[src/rtl/approx_acc_pkg.sv]
// Shared types and constants for the approximate dot-product accumulator.
// Saturating accumulation is selected with the APPROX_ACC_SAT_EN macro.
package approx_acc_pkg;

  localparam int PROD_W    = 16;
  localparam int ACC_W_DEF = 24;
  localparam int LEN_W_DEF = 8;

  typedef enum logic [1:0] {
    ST_IDLE = 2'd0,
    ST_ACC  = 2'd1,
    ST_HOLD = 2'd2
  } state_e;

endpackage

[src/rtl/approx_dot_acc_if.sv]
// Product-in / result-out handshake bundle for approx_dot_acc.
// The slave modport is the accumulator side; the master modport is the producer/consumer side.
interface approx_dot_acc_if #(
  parameter int ACC_W = 24,
  parameter int LEN_W = 8
);
  import approx_acc_pkg::*;

  logic              in_valid;
  logic              in_ready;
  logic [PROD_W-1:0] in_prod;
  logic              in_last;
  logic              out_valid;
  logic              out_ready;
  logic [ACC_W-1:0]  out_sum;
  logic [LEN_W-1:0]  out_count;
  logic              out_ovf;

  modport master (
    output in_valid, in_prod, in_last, out_ready,
    input  in_ready, out_valid, out_sum, out_count, out_ovf
  );

  modport slave (
    input  in_valid, in_prod, in_last, out_ready,
    output in_ready, out_valid, out_sum, out_count, out_ovf
  );

endinterface

[src/rtl/approx_acc_add.sv]
// Combinational ACC_W-bit accumulate of one zero-extended product, with carry-out.
// With APPROX_ACC_SAT_EN defined the sum clamps to all-ones on carry; otherwise it wraps.
module approx_acc_add
  import approx_acc_pkg::*;
#(
  parameter int ACC_W = ACC_W_DEF
) (
  input  logic [ACC_W-1:0]  acc_i,
  input  logic [PROD_W-1:0] prod_i,
  output logic [ACC_W-1:0]  sum_o,
  output logic              carry_o
);

  logic [ACC_W:0] wide_sum;

  assign wide_sum = {1'b0, acc_i} + {{(ACC_W + 1 - PROD_W){1'b0}}, prod_i};
  assign carry_o  = wide_sum[ACC_W];

`ifdef APPROX_ACC_SAT_EN
  // A clamped accumulator plus any product carries again, so it stays clamped.
  assign sum_o = carry_o ? {ACC_W{1'b1}} : wide_sum[ACC_W-1:0];
`else
  assign sum_o = wide_sum[ACC_W-1:0];
`endif

endmodule

[src/rtl/approx_dot_acc.sv]
// Streaming frame accumulator for approximate products: IDLE/ACC/HOLD FSM, beat counter, result registers.
// Overflow behaviour (wrap vs. clamp) follows APPROX_ACC_SAT_EN via approx_acc_add.
module approx_dot_acc
  import approx_acc_pkg::*;
#(
  parameter int ACC_W = ACC_W_DEF,
  parameter int LEN_W = LEN_W_DEF
) (
  input logic              clk,
  input logic              rst_n,
  approx_dot_acc_if.slave  bus
);

  state_e           state_q;
  logic [ACC_W-1:0] acc_q;
  logic [LEN_W-1:0] cnt_q;
  logic             ovf_q;
  logic [ACC_W-1:0] out_sum_q;
  logic [LEN_W-1:0] out_cnt_q;
  logic             out_ovf_q;

  logic             accept;
  logic             in_frame;
  logic [ACC_W-1:0] acc_base;
  logic [LEN_W-1:0] cnt_base;
  logic [ACC_W-1:0] acc_d;
  logic             carry;
  logic [LEN_W-1:0] cnt_d;
  logic             ovf_d;
  logic             frame_end;

  assign bus.in_ready  = (state_q != ST_HOLD);
  assign bus.out_valid = (state_q == ST_HOLD);
  assign bus.out_sum   = out_sum_q;
  assign bus.out_count = out_cnt_q;
  assign bus.out_ovf   = out_ovf_q;

  assign accept   = bus.in_valid & bus.in_ready;
  assign in_frame = (state_q == ST_ACC);

  // The first beat of a frame adds onto zero, so IDLE and ACC share one datapath.
  assign acc_base = in_frame ? acc_q : '0;
  assign cnt_base = in_frame ? cnt_q : '0;

  approx_acc_add #(
    .ACC_W (ACC_W)
  ) u_add (
    .acc_i   (acc_base),
    .prod_i  (bus.in_prod),
    .sum_o   (acc_d),
    .carry_o (carry)
  );

  assign cnt_d     = cnt_base + LEN_W'(1);
  assign ovf_d     = (in_frame & ovf_q) | carry;
  // Reaching the all-ones count forces a flush; the counter never wraps.
  assign frame_end = bus.in_last | (&cnt_d);

  always_ff @(posedge clk or negedge rst_n) begin
    if (!rst_n) begin
      state_q   <= ST_IDLE;
      acc_q     <= '0;
      cnt_q     <= '0;
      ovf_q     <= 1'b0;
      out_sum_q <= '0;
      out_cnt_q <= '0;
      out_ovf_q <= 1'b0;
    end else begin
      case (state_q)
        ST_IDLE, ST_ACC: begin
          if (accept) begin
            acc_q <= acc_d;
            cnt_q <= cnt_d;
            ovf_q <= ovf_d;
            if (frame_end) begin
              out_sum_q <= acc_d;
              out_cnt_q <= cnt_d;
              out_ovf_q <= ovf_d;
              state_q   <= ST_HOLD;
            end else begin
              state_q   <= ST_ACC;
            end
          end
        end
        ST_HOLD: begin
          if (bus.out_ready) begin
            state_q <= ST_IDLE;
          end
        end
        default: begin
          state_q <= ST_IDLE;
        end
      endcase
    end
  end

endmodule
[src/flat_wrapper.sv]
// flat-port wrapper written by rule: the top's interface ports become plain ports
module approx_dot_acc_flat import approx_acc_pkg::*;
#(
  parameter int ACC_W = ACC_W_DEF,
  parameter int LEN_W = LEN_W_DEF
)
  (clk, rst_n, bus_in_valid, bus_in_prod, bus_in_last, bus_out_ready, bus_in_ready, bus_out_valid, bus_out_sum, bus_out_count, bus_out_ovf);
  approx_dot_acc_if #(.ACC_W(ACC_W), .LEN_W(LEN_W)) bus_i ();
  input logic clk;
  input logic rst_n;
  input wire logic [$bits(bus_i.in_valid)-1:0] bus_in_valid;
  input wire logic [$bits(bus_i.in_prod)-1:0] bus_in_prod;
  input wire logic [$bits(bus_i.in_last)-1:0] bus_in_last;
  input wire logic [$bits(bus_i.out_ready)-1:0] bus_out_ready;
  output wire logic [$bits(bus_i.in_ready)-1:0] bus_in_ready;
  output wire logic [$bits(bus_i.out_valid)-1:0] bus_out_valid;
  output wire logic [$bits(bus_i.out_sum)-1:0] bus_out_sum;
  output wire logic [$bits(bus_i.out_count)-1:0] bus_out_count;
  output wire logic [$bits(bus_i.out_ovf)-1:0] bus_out_ovf;
  assign bus_i.in_valid = bus_in_valid;
  assign bus_i.in_prod = bus_in_prod;
  assign bus_i.in_last = bus_in_last;
  assign bus_i.out_ready = bus_out_ready;
  assign bus_in_ready = bus_i.in_ready;
  assign bus_out_valid = bus_i.out_valid;
  assign bus_out_sum = bus_i.out_sum;
  assign bus_out_count = bus_i.out_count;
  assign bus_out_ovf = bus_i.out_ovf;
  approx_dot_acc #(.ACC_W(ACC_W), .LEN_W(LEN_W)) u_core (.clk(clk), .rst_n(rst_n), .bus(bus_i));
endmodule
[config.mk]
export PLATFORM = sky130hd
export DESIGN_NAME = approx_dot_acc_flat
export DESIGN_NICKNAME = d
export VERILOG_FILES = /design/src/rtl/approx_acc_pkg.sv /design/src/rtl/approx_dot_acc_if.sv /design/src/rtl/approx_acc_add.sv /design/src/rtl/approx_dot_acc.sv /design/src/flat_wrapper.sv
export SDC_FILE = /design/constraint.sdc
export NUM_CORES = 1
export LEC_CHECK = 0
export ABC_AREA = 1
export BUFFER_PORTS_ARGS = -buffer_cell sky130_fd_sc_hd__clkbuf_2
export CAP_MARGIN = 20
export CORE_UTILIZATION = 56
export CTS_CLUSTER_SIZE = 20
export DETAILED_ROUTE_END_ITERATION = 16
export MAX_ROUTING_LAYER = met4
export PLACE_DENSITY_LB_ADDON = 0.2
export SYNTH_ARGS = -nofsm -noshare
export SYNTH_HDL_FRONTEND = slang
export SYNTH_HIERARCHICAL = 1
export SYNTH_SLANG_ARGS = --single-unit
[constraint.sdc]
create_clock -name clk -period 3.8 [get_ports clk]
set_input_delay 0.19 -clock clk [delete_from_list [all_inputs] [get_ports clk]]
set_output_delay 0.19 -clock clk [all_outputs]
set_load 0.01 [all_outputs]
-- Word level (Yosys, flattened, before mapping)
Index checks and enable logic that the tools add are counted.
- bitwise logic cells: 4
- reduce and logical (&&, ||, !) cells: 6
- equal/unequal tests: 5
- mux-type cells: 6
- $add $sub $neg: 2
- operators with widths (cell ; count):
    adder 24 x 16 -> 25 bit ; 1
    two-way mux 24 bit ; 1
    adder 8 x 1 -> 8 bit, second input constant ; 1
    two-way mux 8 bit ; 1
    AND reduction 8 bit ; 1
    two-way mux 2 bit ; 3
    inequality test 2 bit, second input constant ; 2
    one-hot mux 2 bit (2 select lines) ; 1
    AND reduction 2 bit ; 2
    AND reduction 3 bit ; 1
    AND 1 bit ; 2
    equality test 2 x 1 -> 1 bit, second input constant ; 1
    equality test 2 bit, second input constant ; 1
    logical NOT 2 bit ; 1
    inequality test 2 x 1 -> 1 bit, second input constant ; 1
    OR 1 bit ; 2
    OR reduction 2 bit ; 1
- bits in registers: 68
- output and inout port bits: 35

-- Longest topological paths before layout
- depth after elaboration: 8
- depth in mapped cells: 18
- mapped depth without buffers: 16

-- Modules after synthesis
The synthesis kept the hierarchy.
- modules (own cells, without submodules) (module ; cells an instance ; instances ; area each (µm²)):
    approx_dot_acc ; 371 ; 1 ; 3084.2
    approx_acc_add ; 296 ; 1 ; 1408.9

-- Worst setup path after synthesis
Ideal clock, no wire load.
- path kind: reg2reg
- start: reg u_core.state_q[1]
- end: reg u_core.out_sum_q[10] (netlist: u_core/bus.out_sum[10])
- path slack: 1.412 ns
- stages on the path, launching flop included: 17
- arrival: 2.271 ns
- period minus slack after synthesis: 2.388 ns
- cells stage by stage: dfrtp_1 inv_4 nand2_2 buf_6 clkbuf_1 nor2_1 ha_1 nand4_2 nor2_2 nand3_1 nand2_1 nand2_1 o21bai_4 nand2_4 buf_6 nand2_1 nand2_1
- word-level cells in the longest chain between the ends: 6
- elaborated cells between the ends (all ways): 12
- classes of those cells: add/sub (2); eq/ne (2); mux (2); bitwise (2); reduce/logical (4)
- RTL lines (element ; line ; text):
    start: declaration ; approx_dot_acc.sv:14 ; state_e state_q;
    start signal: assignment ; approx_dot_acc.sv:61 ; state_q <= ST_IDLE;
    start signal: assignment ; approx_dot_acc.sv:79 ; state_q <= ST_HOLD;
    start signal: assignment ; approx_dot_acc.sv:81 ; state_q <= ST_ACC;
    equality test 2 x 1 -> 1 bit ; approx_dot_acc.sv:39, approx_dot_acc.sv:69 ;
    two-way mux 8 bit ; approx_dot_acc.sv:43 ; assign cnt_base = in_frame ? cnt_q : '0;
    adder 8 x 1 -> 8 bit ; approx_dot_acc.sv:54 ; assign cnt_d = cnt_base + LEN_W'(1);
    AND reduction 8 bit ; approx_dot_acc.sv:57 ; assign frame_end = bus.in_last | (&cnt_d);
    OR 1 bit ; approx_dot_acc.sv:57 ;
    AND reduction 3 bit (no source line) ; - ;
    end signal: assignment ; approx_dot_acc.sv:65 ; out_sum_q <= '0;
    end signal: assignment ; approx_dot_acc.sv:76 ; out_sum_q <= acc_d;
    end: declaration ; approx_dot_acc.sv:18 ; logic [ACC_W-1:0] out_sum_q;
Parallel ways exist; a longest one is shown, timed or not.
A chain may end at the register's enable or synchronous reset.

-- Worst setup path in the final report
- start: reg u_core.state_q[0]
- end: reg u_core.out_sum_q[0] (netlist: u_core/bus.out_sum[0])
The elaborated chain is that of the path after synthesis.

==> impl_metrics.env <==
export IMPL_vdd_ir_drop_max_mv=0.281
export IMPL_slew_viol_final=0
export IMPL_cts_buffers=9
export IMPL_setup_ws_ns=0.768
export IMPL_cts_tree="yes"
export IMPL_viasPerCell=5.02
export IMPL_finClkSkew_ns=0.0136
export IMPL_yosysSeqAreaShare=0.379
export IMPL_end_kind="flip-flop"
export IMPL_gr_total_overflow=0
export IMPL_drt_iter0_drc=182
export IMPL_clkPwrFrac=0.260
export IMPL_antenna_left=0
export IMPL_ys_warn_count=6
export IMPL_syn_nets=707
export IMPL_p_sw_frac=0.377
export IMPL_crit_required_ns=4.02
export IMPL_post_place_ws_ns=0.808
export IMPL_ctsResizeCount=0
export IMPL_timing_final_crit_share=0.798
export IMPL_synthesis_area_sq_um=4490
export IMPL_ys_types=34
export IMPL_intPower_mw=1.43
export IMPL_die_height_um=91.6
export IMPL_port_buffers=55
export IMPL_cp_start_kind="flip-flop"
export IMPL_hp_class="primary input to asynchronous set/reset pin"
export IMPL_violations="negative hold slack"
export IMPL_path_max_fanout=34
export IMPL_grtUsageTotal=0.276
export IMPL_grt_pass1_vias=3990
export IMPL_gp_congestion=0.931
export IMPL_die_x_um=91.6
export IMPL_n_antenna_cell=0
export IMPL_syn_inst=667
export IMPL_drive_gt1_frac=0.127
export IMPL_drv_cap=0
export IMPL_crit_type="flip-flop to flip-flop"
export IMPL_nets=757
export IMPL_ys_ff_latch=68
export IMPL_syn2layout_area_growth_pct=11.1
export IMPL_fin_hold_ws_ns=-0.00796
export IMPL_hold_viol_final=25
export IMPL_post_drt_wl_per_cell_um=12.5
export IMPL_leakagePower_nw=2.79
export IMPL_cts_hold_buf=0
export IMPL_dpl_hpwl_um=7830
export IMPL_grt_max_degree=51
export IMPL_cts_root_buf="clkbuf_8"
export IMPL_period_needed_ns=3.03
export IMPL_status="finished, violations left"
export IMPL_p_sw_mw=0.866
export IMPL_combPwrFrac=0.331
export IMPL_rows=32
export IMPL_worstSkewPairLatency_ns=0.34
export IMPL_synthDominantCellAreaShare=0.379
export IMPL_cp_arrival_ns=3.25
export IMPL_p_per_area_nw_per_um2=460
export IMPL_clock_sinks=68
export IMPL_num_io_pins=56
export IMPL_setup_viol=0
export IMPL_yosysTopAreaCell="dfrtp_1"
export IMPL_fin_setup_tns_ns=0
export IMPL_firstDrtPassIters=5
export IMPL_core_area_sq_um=7730
export IMPL_die_area_sq_um=8390
export IMPL_path_clk_slew_ns=0.08
export IMPL_synth_avg_cell_area_sq_um=6.74
export IMPL_rsz0062_at_grt="no"
export IMPL_start_util=0.581
export IMPL_wl_um=10300
export IMPL_htree_levels=3
export IMPL_via_count=4135
export IMPL_yosys_top_cells_area="dfrtp_1, nand2_1, inv_1"
export IMPL_grt_antenna_before_repair=0
export IMPL_post_cts_buffers=0
export IMPL_grt_pass1_wl_um=17800
export IMPL_worstMarginPinSlew_ns=0.939
export IMPL_seqPwrFrac=0.409
export IMPL_maxSlewHeadroom=0.374
export IMPL_cts_max_path_buffers=2
export IMPL_clock_fmax_mhz=330
export IMPL_route_detailed_drc=0
-- flip-flops by register name (all words and copies together), names as in the netlist --
register              flops
u_core/bus.out_sum       24
u_core/bus.out_count      8
u_core/bus.out_ovf        1
u_core/acc_q             24
u_core/state_q            2
u_core/ovf_q              1
u_core/cnt_q              8
-- power by group through the flow --
stage | clock network, mW | registers (mW) | logic, mW
floorplan | 0 | 0.975 | 0.511
global placement | 0 | 0.947 | 0.744
detailed placement | 0 | 0.954 | 0.761
CTS | 0.619 | 0.942 | 0.766
global route | 0.647 | 0.957 | 0.878
finish | 0.597 | 0.940 | 0.762
-- synth_stat cells --
cell      instances
nand2_1         247
inv_1            91
dfrtp_1          68
nand3_1          66
nor2_1           66
o21ai_0          32
ha_1             18
xor2_1           12
clkbuf_1         10
a21oi_1           9
nand4_1           6
buf_6             5
nor2_2            4
buf_4             3
nand2_2           3
nand3b_1          3
a31oi_1           2
clkinv_1          2
inv_2             2
nor3_1            2
o21ai_1           2
o21bai_1          2
and2_1            1
and2_2            1
buf_1             1
buf_2             1
fa_1              1
inv_4             1
nand2_4           1
nand3_4           1
nand4_2           1
nor2_4            1
o21bai_4          1
or2_2             1
-- per-stage QoR --
stage	power, mW	utilization	instance area [sq um]	hold WS [ns]	cells
floorplan	1.49	-	4490	-0.106	667
global placement	1.69	0.621	4800	0.361	808
detailed placement	1.72	0.621	4800	0.380	808
CTS	2.33	0.646	4990	0.00455	824
global route	2.48	0.646	4990	0.0218	824
finish	2.30	0.646	4990	-0.00796	824
-- worst paths after layout --
kind / start / endpoint / slack, ns / cells after the start
min in group clk: bus_out_ready / u_core/state_q[1] / 0.03 / 2
worst min-delay path: rst_n / u_core/bus.out_sum[4] / -0.008 / 1
max in group asynchronous: rst_n / u_core/ovf_q / 2.87 / 2
worst max-delay path: u_core/state_q[0] / u_core/bus.out_sum[0] / 0.77 / 12
worst min register to register: u_core/bus.out_sum[8] / u_core/bus.out_sum[8] / 0.47 / 2
worst max register to register: u_core/state_q[0] / u_core/bus.out_sum[0] / 0.77 / 12
-- critical path, cell delays in order, from the launching register on --
cell and delay, ns:
dfrtp_1 0.56, nand2_2 0.29, nor2_1 0.22, ha_1 0.21, nand4_2 0.16, nor2_2 0.16
nand3_1 0.08, nand2_1 0.11, nand2_1 0.10, o21bai_4 0.42, nand2_4 0.34, nand2_1 0.17
nand2_1 0.06
-- cell usage in the layout, fill, tap and decap left out, types with 2 or more instances in the layout --
cell type and instances:
nand3b_1 3, inv_2 3, ha_1 18, nand4_1 6, clkbuf_2 54, nand2_1 247
a31oi_1 2, nor3_1 2, o21bai_1 2, xor2_1 12, inv_1 90, a21oi_1 9
clkinv_4 2, nand2_2 3, dfrtp_1 68, clkinv_1 2, clkbuf_8 9, o21ai_1 2
nor2_2 4, o21ai_0 32, nand3_1 66, nor2_1 66, clkinv_2 2, buf_4 4
-- final cells by class --
cell class	instances	area, sq um
fill	749	2730
multi-input combinational	483	2300
sequential	68	1700
inverter	96	363
timing repair buffer	59	305
clock buffer	10	128
tap	102	128
clock inverter	6	65.1
-- routing by layer --
metal | up-vias | GRT usage | part of all wire
li1 | 2167 | - | -
met1 | 1868 | 0.354 | 0.49
met2 | 88 | 0.443 | 0.46
met3 | 12 | 0.0503 | 0.041
met4 | 0 | 0.0886 | 0.012
met5 | - | - | 0
-- cells by family after synthesis --
| logic type | share of synthesized area |
|---|---|
| AND/OR/NAND/NOR | 0.377 |
| buffers and inverters | 0.109 |
| flip-flops | 0.379 |
| AO/OA/AOI/OAI | 0.0582 |
| adder cells (fa/ha/maj) | 0.0546 |
| XOR/XNOR | 0.0234 |
No activity file was read; power rests on OpenSTA's default activity.
